**config.mk**
```make
export PLATFORM = sky130hd
export DESIGN_NAME = cdc_hs_tx
export DESIGN_NICKNAME = d
export VERILOG_FILES = /design/src/rtl/cdc_pkg.sv /design/src/rtl/hs_ack_sync.sv /design/src/rtl/cdc_hs_tx.sv
export SDC_FILE = /design/constraint.sdc
export NUM_CORES = 1
export LEC_CHECK = 0
export CAP_MARGIN = 10
export CORE_UTILIZATION = 38
export DETAILED_ROUTE_END_ITERATION = 16
export PLACE_DENSITY_LB_ADDON = 0.15
export SYNTH_ARGS = -nofsm -noshare
export SYNTH_HDL_FRONTEND = slang
export SYNTH_SLANG_ARGS = --single-unit
```
**constraint.sdc**
```tcl
create_clock -name clk -period 1.45 [get_ports clk]
set_input_delay 0.29 -clock clk [delete_from_list [all_inputs] [get_ports clk]]
set_output_delay 0.29 -clock clk [all_outputs]
set_load 0.02 [all_outputs]
```
**src/rtl/cdc_pkg.sv**
```systemverilog
// Shared types and limits for the req/ack CDC handshake transmitter.
// Holds the FSM state enum, sync-depth limits and the default word width.
package cdc_pkg;

   typedef enum logic [1:0] {
      IDLE  = 2'd0,
      REQ   = 2'd1,
      DRAIN = 2'd2
   } hs_state_e;

   localparam int SYNC_STAGES_MIN = 2;
   localparam int SYNC_STAGES_MAX = 4;
   localparam int DATA_W_DEF      = 8;

endpackage

```
**src/rtl/hs_ack_sync.sv**
```systemverilog
// Flop-chain synchronizer for the asynchronous acknowledge level.
// Ports: clk_i, rst_i (sync, active-high, clears chain), d_i async in, q_o synced out.
module hs_ack_sync
   import cdc_pkg::*;
#(
   parameter int STAGES = SYNC_STAGES_MIN
) (
   input  logic clk_i,
   input  logic rst_i,
   input  logic d_i,
   output logic q_o
);

   logic [STAGES-1:0] sync_q;

   always_ff @(posedge clk_i) begin
      if (rst_i) begin
         sync_q <= '0;
      end else begin
         sync_q <= {sync_q[STAGES-2:0], d_i};
      end
   end

   assign q_o = sync_q[STAGES-1];

endmodule

```
**src/rtl/cdc_hs_tx.sv**
```systemverilog
// Source side of a 4-phase req/ack CDC handshake: holds one word on data_o
// while req_o is high, waits for synced ack, then completes return-to-zero.
// Ports: clk, rst (sync, active-high); in_valid/in_ready/in_data local side;
// req_o/data_o/ack_i destination side; busy_o, done_o (1-cycle), err_o (sticky).
// Optional macro CDC_HS_TIMEOUT_EN: abort REQ after TIMEOUT_CYC cycles without ack.
module cdc_hs_tx
   import cdc_pkg::*;
#(
   parameter int DATA_W      = DATA_W_DEF,
   parameter int SYNC_STAGES = 2,
   parameter int TIMEOUT_CYC = 1024
) (
   input  logic              clk,
   input  logic              rst,
   input  logic              in_valid,
   output logic              in_ready,
   input  logic [DATA_W-1:0] in_data,
   output logic              req_o,
   output logic [DATA_W-1:0] data_o,
   input  logic              ack_i,
   output logic              busy_o,
   output logic              done_o,
   output logic              err_o
);

   if (SYNC_STAGES < SYNC_STAGES_MIN || SYNC_STAGES > SYNC_STAGES_MAX ||
       TIMEOUT_CYC < 4) begin : g_param_chk
      $error("cdc_hs_tx: illegal parameter value");
   end

   logic ack_s;

   hs_ack_sync #(
      .STAGES (SYNC_STAGES)
   ) u_ack_sync (
      .clk_i (clk),
      .rst_i (rst),
      .d_i   (ack_i),
      .q_o   (ack_s)
   );

   hs_state_e         state_q, state_d;
   logic              req_q, req_d;
   logic [DATA_W-1:0] data_q, data_d;
   logic              done_q, done_d;

`ifdef CDC_HS_TIMEOUT_EN
   localparam int CNT_W = $clog2(TIMEOUT_CYC + 1);
   logic [CNT_W-1:0] cnt_q, cnt_d;
   logic             err_q, err_d;
   // Marks a word that left REQ by timeout so DRAIN exit gives no done pulse.
   logic             abort_q, abort_d;
`endif

   always_ff @(posedge clk) begin
      if (rst) begin
         state_q <= IDLE;
         req_q   <= 1'b0;
         data_q  <= '0;
         done_q  <= 1'b0;
`ifdef CDC_HS_TIMEOUT_EN
         cnt_q   <= '0;
         err_q   <= 1'b0;
         abort_q <= 1'b0;
`endif
      end else begin
         state_q <= state_d;
         req_q   <= req_d;
         data_q  <= data_d;
         done_q  <= done_d;
`ifdef CDC_HS_TIMEOUT_EN
         cnt_q   <= cnt_d;
         err_q   <= err_d;
         abort_q <= abort_d;
`endif
      end
   end

   always_comb begin
      state_d = state_q;
      req_d   = req_q;
      data_d  = data_q;
      done_d  = 1'b0;
`ifdef CDC_HS_TIMEOUT_EN
      cnt_d   = cnt_q;
      err_d   = err_q;
      abort_d = abort_q;
`endif
      unique case (state_q)
         IDLE: begin
            if (in_valid) begin
               data_d  = in_data;
               req_d   = 1'b1;
               state_d = REQ;
`ifdef CDC_HS_TIMEOUT_EN
               cnt_d   = '0;
               abort_d = 1'b0;
`endif
            end
         end
         REQ: begin
            // A synced ack always wins over a coincident timeout.
            if (ack_s) begin
               req_d   = 1'b0;
               state_d = DRAIN;
            end
`ifdef CDC_HS_TIMEOUT_EN
            else if (cnt_q == CNT_W'(TIMEOUT_CYC - 1)) begin
               req_d   = 1'b0;
               err_d   = 1'b1;
               abort_d = 1'b1;
               state_d = DRAIN;
            end else begin
               cnt_d = cnt_q + 1'b1;
            end
`endif
         end
         DRAIN: begin
            if (!ack_s) begin
               state_d = IDLE;
`ifdef CDC_HS_TIMEOUT_EN
               done_d  = !abort_q;
               abort_d = 1'b0;
`else
               done_d  = 1'b1;
`endif
            end
         end
         default: begin
            state_d = IDLE;
            req_d   = 1'b0;
         end
      endcase
   end

   assign in_ready = (state_q == IDLE);
   assign busy_o   = (state_q != IDLE);
   assign req_o    = req_q;
   assign data_o   = data_q;
   assign done_o   = done_q;

`ifdef CDC_HS_TIMEOUT_EN
   assign err_o = err_q;
`else
   assign err_o = 1'b0;
`endif

endmodule

```
# --- After elaboration in Yosys (flattened, before gate mapping) ---
# Cells that the tools add are included.
word_totals:
  inputBits: 12
  reg_bits: 14
classes:
  mux: 8
  n_bitwise: 1
  eq_ne: 5
  reduce_logical: 6
op_table:
  columns: ["cell", "count"]
  rows:
  - ["2-bit two-way mux", 3]
  - ["2-bit case mux with 3 select lines", 1]
  - ["3-bit AND reduction", 2]
  - ["2-bit != test (second input constant)", 2]
  - ["1-bit two-way mux", 3]
  - ["1-bit case mux with 3 select lines", 1]
  - ["2-bit by 1-bit == test with 1-bit output (second input constant)", 1]
  - ["2-bit == test (second input constant)", 1]
  - ["2-bit zero test", 1]
  - ["2-bit by 1-bit != test with 1-bit output (second input constant)", 1]
  - ["2-bit AND reduction", 1]
  - ["2-bit nonzero test", 1]
  - ["2-bit OR reduction", 1]
  - ["1-bit inverter", 1]

# --- Depth between registers and ports, before layout ---
# Gate-level depths: netlist of the first run.
depth:
  word_depth: 3
  depth_mapped: 5

# --- Cells and area by module ---
# Synthesis of the first run repeated with hierarchy kept, for this count alone.
unflattened:
  hier_cells: 57
  area_unflattened_um2: 599.3
by_module_without_submodules:
  columns: ["mod", "seq_area_each_um2", "area_each_um2", "cells_per_inst", "n_inst"]
  rows:
  - ["cdc_hs_tx", 240.2, 546.8, 53, 1]
  - ["hs_ack_sync", 40.0, 52.6, 4, 1]

# --- Worst setup path before layout of the first run ---
# Ideal clock, no wire load.
synth_timing:
  path_kind: "register to output"
  start: "register state_q[0]"
  end: "output port in_ready"
  slack_ns: 0.229
  t_required_ns: 1.160
  path_stages_with_launch: 4
  arrival_ns: 0.931
  path_buffers: 1
  cell_sequence: "dfxtp_1 buf_6 or2_2 inv_1"
synth_between:
  elab_chain_len: 1
synth_lines:
  columns: ["element", "line_no", "text"]
  rows:
  - ["from (decl)", "cdc_hs_tx.sv:42", "hs_state_e state_q, state_d;"]
  - ["from (signal assigned)", "cdc_hs_tx.sv:67", "state_q <= state_d;"]
  - ["2-bit zero test", "cdc_hs_tx.sv:136", "assign in_ready = (state_q == IDLE);"]
  - ["to (decl)", "cdc_hs_tx.sv:16", "output logic in_ready,"]
# No other way between the ends.

# --- Final worst setup path of the first run ---
# Same ends and word-level chain as after synthesis.

==> results of run 1 <==
[metrics by stage]
step	utilization [%]	power [uW]
after detailed placement	60.4	601
after CTS	60.9	791
after global routing	60.4	818
after floorplan	-	515
final	60.4	788
after global placement	60.4	598
[power groups by stage]
stage               Combinational, uW  Clock [uW]  Sequential (uW)
global route                      171         227              420
CTS                               159         213              418
detailed placement                174           0              428
finish                            156         214              418
global placement                  171           0              426
floorplan                        67.1           0              448
[cells in the mapped netlist]
master | count | share of area (%)
a21oi_1 | 9 | 8.6
buf_4 | 1 | 1.4
buf_6 | 2 | 4.3
clkbuf_1 | 1 | 0.71
conb_1 | 1 | 0.71
dfxtp_1 | 14 | 53
inv_1 | 3 | 2.1
mux2i_1 | 1 | 1.9
nand2_1 | 16 | 11
nand3_1 | 1 | 0.95
nor2_1 | 1 | 0.71
nor2b_1 | 2 | 2.4
nor3_1 | 2 | 1.9
nor3b_2 | 1 | 2.4
nor4_1 | 1 | 1.2
o31ai_1 | 1 | 1.4
or2_2 | 1 | 1.2
or3b_1 | 1 | 1.7
xnor2_1 | 1 | 1.7
[path summary, 6_finish.rpt]
kind,start,end,depth (start not counted)
max,state_q[0],in_ready,3
max reg2reg,state_q[0],data_o[3],4
min reg2reg,u_ack_sync.sync_q[0],u_ack_sync.sync_q[1],1
min,u_ack_sync.sync_q[0],u_ack_sync.sync_q[1],1
[critical path: stages (launching register included)]
cell and delay (ns):
dfxtp_1 0.31, or2_2 0.29, inv_1 0.05, buf_2 0.15
[flip-flops by register name, indices dropped and copies added, names as in the netlist]
signal and cells:
done_o 1, req_o 1, state_q 2, data_o 8, u_ack_sync.sync_q 2
[cell families (layout without fill, tap and decap cells)]
group	count (synthesis)	in the layout
buffers and inverters	7	35
flip-flops	14	14
XOR/XNOR	1	1
multiplexers	1	1
AO/OA/AOI/OAI	10	10
AND/OR/NAND/NOR	26	26
other	1	1
[layout make-up]
cell class                      count  share of cell area, %
Multi-Input combinational cell     39                   25.5
Sequential cell                    14                   35.7
Clock buffer                        3                   2.87
Inverter                            3                   1.43
Tap cell                           15                   2.39
Timing Repair Buffer               29                   32.2
[layer usage]
metal	vias up	global-route usage (%)
met4	0	10.3
met5	-	0
met2	17	22.9
met1	209	19.8
li1	247	-
met3	2	3.47
[cell usage in the layout (no fill, tap or decap)]
cell type	synthesis	layout
nand2_1	16	16
dfxtp_1	14	14
clkdlybuf4s50_1	0	11
dlygate4sd2_1	0	10
a21oi_1	9	9
buf_4	1	6
inv_1	3	3
clkbuf_4	0	3
nor2b_1	2	2
nor3_1	2	2
buf_2	0	2
or2_2	1	1
nor3b_2	1	1
or3b_1	1	1
xnor2_1	1	1
nor2_1	1	1
nand3_1	1	1
o31ai_1	1	1
nor4_1	1	1
mux2i_1	1	1
conb_1	1	1
[repair_timing]
item                                    in CTS  in global routing
setup buffers                                0                  0
hold endpoints to repair                     0                  0
gates resized for setup                     17                  1
endpoints found under the setup margin      12                  1
pin swaps                                    0                  0
==> out/qor.yml, run 1 <==
drt:
  route.vias.total: 475
  highest_layer: "met4"
  dr_wl_met2_microns: 503
  drtPass1Iterations: 4
  wl_met3_microns: 61
  wl_per_cell_microns: 10.1
  drtIter0Drc: 8
  drcViolationCount: 0
  drt-total-wl_mm: 1.04
  post_drt_via_cell_ratio: 4.61
  ant_nets: 0
  wirelength_met1_microns: 455
pwr:
  p_leak_uw: 0.000356
  power.density_mw_per_mm2: 1000
  pwr-share-seq_pct: 53.1
  p_comb_share_pct: 19.8
  power_frac_clock_pct: 27.2
  peakVddDrop_uv: 520
  p_int_uw: 580
  netSwitchingPower_uw: 208
  p_sw_share_pct: 26.4
synth:
  syn_nets: 72
  synthMuxAreaShare_pct: 1.90
  syn_area_sq_um: 526
  synth-simple-area-share_pct: 23.8
  synth_top_family_by_area: "simple AND/OR/NAND/NOR gates"
  synth-compound-area-share_pct: 10.0
  seq_area_frac_synth_pct: 53.3
  synth_adder_area_share_pct: 0
  yosys_warnings: 0
  synth_cells: 60
  ys_ff_latch: 14
  yosysUniqueCellTypes: 19
  syn_area_per_cell_sq_um: 8.76
  synthXorXnorAreaFrac_pct: 1.67
cells_and_area:
  area_growth_pct: 49.5
  seq_area_sq_um: 280
  drive_gt1_share_pct: 14.8
  finalNetCount: 102
  antenna_cells: 0
  nFillCells: 123
  multi_input_area_sq_um: 200
  postLayoutCellArea_sq_um: 786
  final_cells: 103
clock_tree:
  clkSinkCount: 14
  cts.path.max_buffers: 2
  cts_htree_levels: 1
  cts_made_buffers: 3
  clockRootBuffer: "clkbuf_4"
  clk_pin_slew_worst_paths_ns: 0.08
  postCtsHoldBufs: 0
  cts_tree: "done"
  clk_latency_ns: 0.27
sta:
  rsz0062_at_grt: "false"
  fmax_mhz: 733
  hold_ws_ns: 0.439
  fin_ws_ns: 0.0860
  drv_slew: 0
  fin_crit_sh_pct: 94.1
  hold_violations: 0
  setup_violations: 0
  finClkSkew_ns: 0.000875
  period_minus_slack_ns: 1.36
  fin_tns_setup_ns: 0
placed_design:
  post-place-cells: 100
  preCtsSetupSlack_ns: -0.100
  portBuffers: 23
  hpwl_microns: 758
  gp_congestion: 0.620
  place_area_sq_um: 786
grt:
  grt_start_max_net_pins: 9
  grt_antenna_before_repair: 0
  overflow: 0
  grt_pass1_vias: 366
  grt_pass1_wl_mm: 1.53
  grt_use_total_pct: 15.5
run:
  maxCapViolCount: 0
outcome:
  run_status: "completed"
die:
  start_util_pct: 40.4
  coreArea_sq_mm: 0.00130
  die_y_microns: 39.2
  fp.dieW_microns: 39.2
  die_area_sq_mm: 0.00154
  rows: 13
  ios: 25
critical_path:
  worstPathArrival_ns: 1.07
  start_kind: "register"
  worst_setup_path_end_kind: "primary output"
  cp_max_fo: 2
  required_ns: 1.16
  regToRegSetupSlack_ns: 0.19
  critical_path_class: "reg2out"
worst_hold_path:
  min_path_type: "reg2reg"
(Power assumes the default switching activity.)
==> run 2: changes to the inputs <==
- TNS_END_PERCENT: unset -> 50
==> results of run 2 <==
The final DEF is identical to that of run 1; final timing and power are the same.
Main changes from that run: number of gates resized after CTS 17 -> 16
